<file path="src/rtl/chacha20_pkg.sv">
// Shared ChaCha20 definitions: block geometry, counter width, consumer FSM states
// and the "expand 32-byte k" constants used by the generator top.
package chacha20_pkg;

  localparam int CHACHA_WORDS = 16;
  localparam int CTR_W        = 32;

  // Word 0 in the low lane: CHACHA_CONST[0] = 0x61707865.
  localparam logic [3:0][31:0] CHACHA_CONST = {
    32'h6b206574, 32'h79622d32, 32'h3320646e, 32'h61707865
  };

  typedef enum logic [2:0] {
    ST_IDLE,
    ST_REQ,
    ST_WAIT,
    ST_STREAM,
    ST_HALT
  } state_e;

endpackage

</file>
<file path="src/rtl/chacha20_xor_stream_if.sv">
// Config, data stream and keystream handshake of the ChaCha20 XOR stage.
// The slave modport is the XOR stage; master is its environment.
interface chacha20_xor_stream_if #(
  parameter int CTR_W = 32
);
  logic             cfg_load;
  logic [CTR_W-1:0] cfg_counter;
  logic             busy;
  logic [31:0]      in_data;
  logic             in_valid;
  logic             in_last;
  logic             in_ready;
  logic [31:0]      out_data;
  logic             out_valid;
  logic             out_last;
  logic             out_ready;
  logic             ks_start;
  logic [CTR_W-1:0] ks_counter;
  logic [511:0]     ks_block;
  logic             ks_done;
  logic             ctr_err;

  modport slave (
    input  cfg_load, cfg_counter, in_data, in_valid, in_last, out_ready, ks_block, ks_done,
    output busy, in_ready, out_data, out_valid, out_last, ks_start, ks_counter, ctr_err
  );

  modport master (
    output cfg_load, cfg_counter, in_data, in_valid, in_last, out_ready, ks_block, ks_done,
    input  busy, in_ready, out_data, out_valid, out_last, ks_start, ks_counter, ctr_err
  );
endinterface

</file>
<file path="src/rtl/chacha20_ks_buffer.sv">
// Captured keystream block plus the index of the next word to consume.
// load takes priority over advance and always restarts at word 0.
module chacha20_ks_buffer #(
  parameter int NUM_WORDS = 16,
  parameter int IDX_W     = $clog2(NUM_WORDS)
) (
  input  logic                    clk,
  input  logic                    reset_n,
  input  logic                    load,
  input  logic                    advance,
  input  logic [NUM_WORDS*32-1:0] blk,
  output logic [31:0]             word,
  output logic                    last_word
);
  logic [NUM_WORDS-1:0][31:0] kbuf_q;
  logic [IDX_W-1:0]           idx_q;

  always_ff @(posedge clk or negedge reset_n) begin
    if (!reset_n) begin
      kbuf_q <= '0;
      idx_q  <= '0;
    end else if (load) begin
      kbuf_q <= blk;
      idx_q  <= '0;
    end else if (advance) begin
      idx_q  <= idx_q + 1'b1;
    end
  end

  assign word      = kbuf_q[idx_q];
  assign last_word = (idx_q == IDX_W'(NUM_WORDS - 1));
endmodule

</file>
<file path="src/rtl/chacha20_xor_stream.sv">
// ChaCha20 keystream consumer: requests one block per 16 words, XORs it into a
// 32-bit valid/ready stream and advances the block counter without wrapping.
module chacha20_xor_stream #(
  parameter int NUM_WORDS = 16,
  parameter int CTR_W     = 32
) (
  input logic                  clk,
  input logic                  reset_n,
  chacha20_xor_stream_if.slave bus
);
  import chacha20_pkg::*;

  state_e           state_q, state_d;
  logic [CTR_W-1:0] ctr_q, ctr_d;
  logic [31:0]      ks_word, out_data_q;
  logic             out_valid_q, out_last_q;
  logic             in_ready_w, accept, buf_load, last_word;

  assign in_ready_w = (state_q == ST_STREAM) && (!out_valid_q || bus.out_ready);
  assign accept     = bus.in_valid && in_ready_w;
  assign buf_load   = (state_q == ST_WAIT) && bus.ks_done;

  chacha20_ks_buffer #(.NUM_WORDS(NUM_WORDS)) u_ks_buffer (
    .clk       (clk),
    .reset_n   (reset_n),
    .load      (buf_load),
    .advance   (accept),
    .blk       (bus.ks_block),
    .word      (ks_word),
    .last_word (last_word)
  );

  always_ff @(posedge clk or negedge reset_n) begin
    if (!reset_n) begin
      state_q <= ST_IDLE;
      ctr_q   <= '0;
    end else begin
      state_q <= state_d;
      ctr_q   <= ctr_d;
    end
  end

  always_comb begin
    state_d = state_q;
    ctr_d   = ctr_q;
    case (state_q)
      // HALT restarts exactly like IDLE; the error flag is the HALT state itself.
      ST_IDLE, ST_HALT: if (bus.cfg_load) begin
        ctr_d   = bus.cfg_counter;
        state_d = ST_REQ;
      end
      ST_REQ:  state_d = ST_WAIT;
      ST_WAIT: if (bus.ks_done) state_d = ST_STREAM;
      ST_STREAM: if (accept) begin
        if (bus.in_last) begin
          state_d = ST_IDLE;
        end else if (last_word) begin
          if (ctr_q == '1) begin
            state_d = ST_HALT;
          end else begin
            ctr_d   = ctr_q + 1'b1;
            state_d = ST_REQ;
          end
        end
      end
      default: state_d = ST_IDLE;
    endcase
  end

  // Output register drains on its own, independent of the FSM.
  always_ff @(posedge clk or negedge reset_n) begin
    if (!reset_n) begin
      out_data_q  <= '0;
      out_last_q  <= 1'b0;
      out_valid_q <= 1'b0;
    end else if (accept) begin
      out_data_q  <= bus.in_data ^ ks_word;
      out_last_q  <= bus.in_last;
      out_valid_q <= 1'b1;
    end else if (bus.out_ready) begin
      out_valid_q <= 1'b0;
    end
  end

  assign bus.in_ready   = in_ready_w;
  assign bus.out_data   = out_data_q;
  assign bus.out_last   = out_last_q;
  assign bus.out_valid  = out_valid_q;
  assign bus.ks_start   = (state_q == ST_REQ);
  assign bus.ks_counter = ctr_q;
  assign bus.ctr_err    = (state_q == ST_HALT);
  assign bus.busy       = (state_q != ST_IDLE) || out_valid_q;
endmodule

</file>
<file path="src/flat_wrapper.sv">
// flat-port wrapper written by rule: the top's interface ports become plain ports
module chacha20_xor_stream_flat import chacha20_pkg::*;
#(
  parameter int NUM_WORDS = 16,
  parameter int CTR_W     = 32
)
  (clk, reset_n, bus_cfg_load, bus_cfg_counter, bus_in_data, bus_in_valid, bus_in_last, bus_out_ready, bus_ks_block, bus_ks_done, bus_busy, bus_in_ready, bus_out_data, bus_out_valid, bus_out_last, bus_ks_start, bus_ks_counter, bus_ctr_err);
  chacha20_xor_stream_if #(.CTR_W(CTR_W)) bus_i ();
  input logic clk;
  input logic reset_n;
  input wire logic [$bits(bus_i.cfg_load)-1:0] bus_cfg_load;
  input wire logic [$bits(bus_i.cfg_counter)-1:0] bus_cfg_counter;
  input wire logic [$bits(bus_i.in_data)-1:0] bus_in_data;
  input wire logic [$bits(bus_i.in_valid)-1:0] bus_in_valid;
  input wire logic [$bits(bus_i.in_last)-1:0] bus_in_last;
  input wire logic [$bits(bus_i.out_ready)-1:0] bus_out_ready;
  input wire logic [$bits(bus_i.ks_block)-1:0] bus_ks_block;
  input wire logic [$bits(bus_i.ks_done)-1:0] bus_ks_done;
  output wire logic [$bits(bus_i.busy)-1:0] bus_busy;
  output wire logic [$bits(bus_i.in_ready)-1:0] bus_in_ready;
  output wire logic [$bits(bus_i.out_data)-1:0] bus_out_data;
  output wire logic [$bits(bus_i.out_valid)-1:0] bus_out_valid;
  output wire logic [$bits(bus_i.out_last)-1:0] bus_out_last;
  output wire logic [$bits(bus_i.ks_start)-1:0] bus_ks_start;
  output wire logic [$bits(bus_i.ks_counter)-1:0] bus_ks_counter;
  output wire logic [$bits(bus_i.ctr_err)-1:0] bus_ctr_err;
  assign bus_i.cfg_load = bus_cfg_load;
  assign bus_i.cfg_counter = bus_cfg_counter;
  assign bus_i.in_data = bus_in_data;
  assign bus_i.in_valid = bus_in_valid;
  assign bus_i.in_last = bus_in_last;
  assign bus_i.out_ready = bus_out_ready;
  assign bus_i.ks_block = bus_ks_block;
  assign bus_i.ks_done = bus_ks_done;
  assign bus_busy = bus_i.busy;
  assign bus_in_ready = bus_i.in_ready;
  assign bus_out_data = bus_i.out_data;
  assign bus_out_valid = bus_i.out_valid;
  assign bus_out_last = bus_i.out_last;
  assign bus_ks_start = bus_i.ks_start;
  assign bus_ks_counter = bus_i.ks_counter;
  assign bus_ctr_err = bus_i.ctr_err;
  chacha20_xor_stream #(.NUM_WORDS(NUM_WORDS), .CTR_W(CTR_W)) u_core (.clk(clk), .reset_n(reset_n), .bus(bus_i));
endmodule
</file>
<file path="config.mk">
export PLATFORM = sky130hd
export DESIGN_NAME = chacha20_xor_stream_flat
export DESIGN_NICKNAME = d
export VERILOG_FILES = /design/src/rtl/chacha20_pkg.sv /design/src/rtl/chacha20_xor_stream_if.sv /design/src/rtl/chacha20_ks_buffer.sv /design/src/rtl/chacha20_xor_stream.sv /design/src/flat_wrapper.sv
export SDC_FILE = /design/constraint.sdc
export NUM_CORES = 1
export LEC_CHECK = 0
export CAP_MARGIN = 40
export CORE_AREA = 2 2 257 259
export DETAILED_ROUTE_END_ITERATION = 16
export DIE_AREA = 0 0 259 261
export HOLD_SLACK_MARGIN = 0.02
export PLACE_DENSITY = 0.71
export SETUP_SLACK_MARGIN = 0.5
export SYNTH_ARGS = -nofsm -noshare
export SYNTH_HDL_FRONTEND = slang
export SYNTH_HIERARCHICAL = 1
export SYNTH_SLANG_ARGS = --single-unit
</file>
<file path="constraint.sdc">
create_clock -name clk -period 2.6 [get_ports clk]
set_input_delay 0.52 -clock clk [delete_from_list [all_inputs] [get_ports clk]]
set_output_delay 0.52 -clock clk [all_outputs]
set_load 0.01 [all_outputs]
</file>
# [After elaboration in Yosys (flattened, before gate mapping)]
# Index checks and enable logic that the tools add are counted.
[word_totals] register_bits=585 latchBits=0 ramBits=0 rom_bits=0 inputBits=583 output_inout_bits=70 elab_cells=72 memories=0
[classes] add_sub_neg=2 n_mul=0 div=0 magnitude_cmp=1 eq_ne=13 shifts=0 muxes=19 n_bitwise=1 reduce_logical=14
[op_table] operator="$mux 32" count=6
[op_table] operator="$bmux 32 s4" count=1
[op_table] operator="$pmux 32 s2" count=1
[op_table] operator="$add 32x1->32 const B" count=1
[op_table] operator="$eq 32x32->1 const B" count=1
[op_table] operator="$xor 32x32->32" count=1
[op_table] operator="$mux 3" count=6
[op_table] operator="$pmux 3 s4" count=1
[op_table] operator="$mux 4" count=2
[op_table] operator="$ne 2x2->1 const B" count=4
[op_table] operator="$eq 3x2->1 const B" count=2
[op_table] operator="$reduce_and 6->1" count=1
[op_table] operator="$reduce_bool 2->1" count=3
[op_table] operator="$lt 4x5->1 const B" count=1
[op_table] operator="$add 4x1->4 const B" count=1
[op_table] operator="$eq 4x4->1 const B" count=1
[op_table] operator="$ne 2x1->1 const B" count=2
[op_table] operator="$reduce_and 4->1" count=1
[op_table] operator="$eq 3x1->1 const B" count=1
[op_table] operator="$eq 3x3->1 const B" count=1
[op_table] operator="$logic_and 1x1->1" count=3
[op_table] operator="$logic_not 3->1" count=1
[op_table] operator="$ne 3x2->1 const B" count=1
[op_table] operator="$reduce_bool 3->1" count=1
[op_table] operator="4 further kinds" count=6

# [Logic depth before layout (Yosys ltp)]
[logic_depth] ltp_word=6 mapped_depth=9 mapped_depth_nobuf=7

# [Modules after synthesis]
# Netlist, hierarchy kept.
[modules_own_cells] module="chacha20_ks_buffer" instances=1 cells_each=1440 area_per_inst_um2=23135.9 seq_area_each_um2=12912.4
[modules_own_cells] module="chacha20_xor_stream" instances=1 cells_each=428 area_per_inst_um2=3743.6 seq_area_each_um2=1726.7

# [Worst setup path after synthesis]
# Ideal clock, no wire load.
[synth_timing] path_type="register -> register" start="register u_core.u_ks_buffer.idx_q[3]" end="register u_core.ctr_q[11] (netlist: u_core/bus.ks_counter[11])" setup_time_ns=0.129 t_arrival_ns=2.127 required_time_ns=2.471 slack_ns=0.344 path_stages_with_launch=10 path_buffers=4 synth_period_minus_slack_ns=2.256 path_cell_list="dfrtp_1 -> clkbuf_1 -> buf_2 -> clkbuf_1 -> and3_1 -> or3b_4 -> o21a_1 -> buf_4 -> o21ai_0 -> o21ai_0"
[synth_via] elab_chain_cells=3
[synth_lines] item="from (decl)" line="chacha20_ks_buffer.sv:16" source="logic [IDX_W-1:0] idx_q;"
[synth_lines] item="from (signal assigned)" line="chacha20_ks_buffer.sv:26" source="idx_q <= idx_q + 1'b1;"
[synth_lines] item="$eq 4x4->1" line="chacha20_ks_buffer.sv:31" source="assign last_word = (idx_q == IDX_W'(NUM_WORDS - 1));"
[synth_lines] item="net u_core.last_word" line="chacha20_xor_stream.sv:17" source="logic in_ready_w, accept, buf_load, last_word;"
[synth_lines] item="$ne 2x1->1 (no line)"
[synth_lines] item="$reduce_and 6->1 (no line)"
[synth_lines] item="to (signal assigned)" line="chacha20_xor_stream.sv:39" source="ctr_q <= ctr_d;"
[synth_lines] item="to (decl)" line="chacha20_xor_stream.sv:14" source="logic [CTR_W-1:0] ctr_q, ctr_d;"
# The timed path passes the listed nets, and every way through them passes these cells.
# A chain may end at the register's enable or synchronous reset.

# [Worst setup path in the final report]
[layout_timing] start="register u_core.ctr_q[0] (netlist: u_core/bus.ks_counter[0])" end="register u_core.ctr_q[21] (netlist: u_core/bus.ks_counter[21])"
[layout_via] elab_chain_cells=6 elab_cells_between_ends=9 classes_between="1 x add/sub; 2 x eq/ne; 5 x mux; 1 x reduce/logical"
[layout_lines] item="$add 32x1->32" line="chacha20_xor_stream.sv:61" source="ctr_d = ctr_q + 1'b1;"
[layout_lines] item="$mux 32" line="chacha20_xor_stream.sv:58" source="if (ctr_q == '1) begin"
[layout_lines] item="$mux 32" line="chacha20_xor_stream.sv:57" source="end else if (last_word) begin"
[layout_lines] item="$mux 32" line="chacha20_xor_stream.sv:55" source="if (bus.in_last) begin"
[layout_lines] item="$mux 32" line="chacha20_xor_stream.sv:54" source="ST_STREAM: if (accept) begin"
[layout_lines] item="$pmux 32 s2" line="chacha20_xor_stream.sv:46" source="case (state_q)"
# Parallel ways exist; a longest one is shown, timed or not. The select of a mux whose other input is x is not followed.

==> metrics.md <==
| Metric | Value |
|---|---|
| Status | completed |
| Switching Power | 0.0148 W |
| CTS Buf Count | 66 |
| Effective utilization at floorplan | 41.3% |
| Combinational Power Share | a little over two fifths |
| Top_reg_cell synth | dfrtp_1 |
| Initial DRC count | 1531 |
| Grt total ovfl | 0 |
| Slowest-stage cell, CP | dfrtp_2 |
| Total track usage | 26.3% |
| CTS tree | done |
| Hold WC Path Type | input pin to asynchronous set/reset pin |
| # port buffers | 652 |
| Worst-Skew Late Latency | 0.60 ns |
| Max-cap violations | 0 |
| Final Max Tran Viols | 0 |
| Startpoint Class | flip-flop |
| Post-synth EDFFs | 0 |
| RSZ-0062 raised after global routing | yes |
| Chip width | 259 um |
| Period utilization | 86.7% |
| Clk slew on worst S/H paths | 0.06 ns |
| Top-level I/O count | roughly 650 |
| Pint | 0.0316 W |
| Detailed Routing Iterations Pass 1 | 6 |
| Delay of the slowest cell on the worst path | 0.42 ns |
| Post-Syn Nets | between 2000 and 2500 |
| R2R depth | 7 |
| Vias | 20000 |
| CORE AREA | between 0.06 and 0.07 mm2 |
| Crit path time final | 2.25 ns |
| Fin cells | 3599 |
| Clock power share | between 20% and 30% |
| Height of the die | ~260 um |
| DIE AREA | 0.0676 mm2 |
| Cell Pwr Density | 1180 mW/mm2 |
| Fraction of layout cells with a size suffix above 1 | 37.9% |
| Post-route setup TNS | 0 ns |
| Top cell type's share of synthesized area | a little over half |
| Setup slack, reg-to-reg | 0.35 ns |
| Final Hold Vio Count | 0 |
| Crit Path Max Fanout | 5 |
| Worst slew pin tran | 0.710 ns |
| Routed WL per cell | ~26 um |
| Worst R2R End | u_core/bus.ks_counter[21]$_DFFE_PN0P_ |
| Sw Share | 31.9% |
| Most Frequent Cell on Critical Path | or3_1 |
| Post-synthesis sequential area ratio | between 50% and 60% |
| Final setup vio count | 0 |
| Post-DR vias/cell | 5.56 |
| Clk_skew | 0.0156 ns |
| Synth Warn # | 6 |
| Sink Count | 585 |
| Top Family by Delay on Critical Path | simple AND/OR/NAND/NOR gates |
| Post-Synthesis Cells | 1868 |
| Main area contributors after synthesis | dfrtp_1 (54%), mux2_2 (21%), mux4_2 (8.0%) |
| Setup CP Type | flip-flop to flip-flop |
| Crit-path cells | buf_4 -> nand4_1 -> or3_1 -> or3_1 -> or3_1 -> o21ai_0 -> a21oi_1 |
| Initial antenna violation count | 35 |
| Largest area contributor in the netlist | dfrtp_1 |
| VDD IR max | 0.000659 V |
| Crit end category | flip-flop |
| Share of power burned in registers | between 30% and 40% |
| Largest net degree at the start of global routing | roughly 70 |
| Drt drc | 0 |
| Drt total wl | 93.3 mm |
| Max Clk Rate | 444 MHz |
| Layout Nets | approximately 3300 |
| WP data arrival | around 2.7 ns |
| Root Driver | clkbuf_16 |
| Vias in the first global route | 21100 |
| CTS H-tree lvls | 3 |
| P&R area growth vs syn | 46.9% |
| Gpl congestion | 0.964 |
| Dpl hpwl | 65.3 mm |
| Asr flop ratio synth | 100% |
| CP required | about 3.1 ns |
| Worst path bufs/invs | 1 |
| Seq cells post-synth | between 500 and 600 |
| Site Rows | 94 |
| Mapped cell area | 0.0269 mm2 |
| Slew HR | 52.7% |
| Leakage | 15.8 nW |
| Placed cells | 3357 |
| Most frequent cells in the layout | clkdlybuf4s50_1 (602), dfrtp_1 (571), mux2_2 (513), buf_4 (110), mux4_2 (96) |
| Commonest non-fill, non-tap cell in the layout | clkdlybuf4s50_1 |
| R2r startpoint | u_core/bus.ks_counter[0]$_DFFE_PN0P_ |
| Maximum clock insertion buffer count | 3 |
| Syn_area_per_cell | about 14 um2 |
| First-pass GRT wire length | 133 mm |
| Yosys cell types | 55 |
| Post-route ant nets | 0 |
## final cells by class
cell class | instances | area [um2]
fill | 4878 | 25600
sequential | 585 | 14700
multi-input combinational | 1143 | 11900
timing repair buffer | 868 | 9470
clock buffer | 90 | 1920
tap | 864 | 1080
clock inverter | 23 | 382
antenna | 21 | 52.6
inverter | 5 | 18.8
## cells by family after synthesis
group | share of synthesized area [%]
buffers and inverters | 2.60
adders and majority gates | 0.0931
muxes | 33.2
xor gates and xnor gates | 1.14
AOI/OAI and AO/OA | 5.80
DFF | 54.5
and+or+nand+nor | 2.72
## stage by stage
stage          cell area [um2]  util, %  hold slack [ns]  worst slack (ns)  power [W]
6_report                 39500     60.7            0.450             0.346     0.0464
5_1_grt                  39500     60.7            0.470             0.315     0.0488
4_1_cts                  38600     59.4            0.452             0.385     0.0456
3_5_place_dp             35200     54.1            0.473            0.0985     0.0341
3_3_place_gp             35200     54.1            0.462             0.126     0.0332
2_1_floorplan            26900        -            0.224             0.484     0.0275
## power groups by stage
stage,clock network [W],logic [W],registers (W)
after floorplan,0,0.0118,0.0158
after global placement,0,0.0169,0.0163
after detailed placement,0,0.0174,0.0167
after CTS,0.0101,0.0190,0.0165
after global routing,0.0105,0.0211,0.0171
final,0.00996,0.0199,0.0166
## sequential cells by signal, summed over array words and instances, names as in the netlist
name	flops
u_core/u_ks_buffer/kbuf_q	512
u_core/bus.ks_counter	32
u_core/bus.out_data	32
u_core/u_ks_buffer/idx_q	4
u_core/state_q	3
u_core/bus.out_last	1
u_core/bus.out_valid	1
## worst max path at each step
stage / from / endpoint / cells past startpoint
3_5_place_dp: bus_out_ready / u_core/bus.out_data[1]$_DFFE_PN0P_ / 6
2_1_floorplan: u_core/bus.ks_counter[1]$_DFFE_PN0P_ / u_core/bus.ks_counter[9]$_DFFE_PN0P_ / 9
4_1_cts: u_core/bus.ks_counter[8]$_DFFE_PN0P_ / bus_ks_counter[8] / 1
3_3_place_gp: bus_ks_done / u_core/u_ks_buffer/kbuf_q[47]$_DFFE_PN0P_ / 6
5_1_grt: u_core/bus.ks_counter[0]$_DFFE_PN0P_ / u_core/bus.ks_counter[21]$_DFFE_PN0P_ / 7
6_report: u_core/bus.ks_counter[0]$_DFFE_PN0P_ / u_core/bus.ks_counter[21]$_DFFE_PN0P_ / 7
## Yosys cell counts, drive strengths merged, types with 6 or more instances
cell    count
a21oi      50
a22oi      32
a32oi      33
buf        99
clkbuf     36
dfrtp     585
mux2      513
mux2i      98
mux4       96
nand2      67
nand3      21
nor2       28
nor3        7
o21ai      95
o22a        6
o22ai      11
or3         7
xnor2      34
## what timing repair did
action / 4_1_cts / 5_1_grt
resized for setup: 150 / 98
buffers inserted: 61 / 22
pin swaps: 43 / 51
hold endpoints to repair: 38 / 0
hold buffers: 1 / 0
setup endpoints to repair: 110 / 356
cloned: 11 / 13
## layer usage
| layer | routed length, um | vias up | GRT usage [%] |
|---|---|---|---|
| met4 | 3090 | 34 | 9.70 |
| li1 | - | 8596 | - |
| met3 | 6780 | 217 | 6.78 |
| met5 | 215 | - | 0 |
| met2 | 46100 | 836 | 43.9 |
| met1 | 37200 | 10300 | 33.2 |
Power figures use the tool's default switching activity.
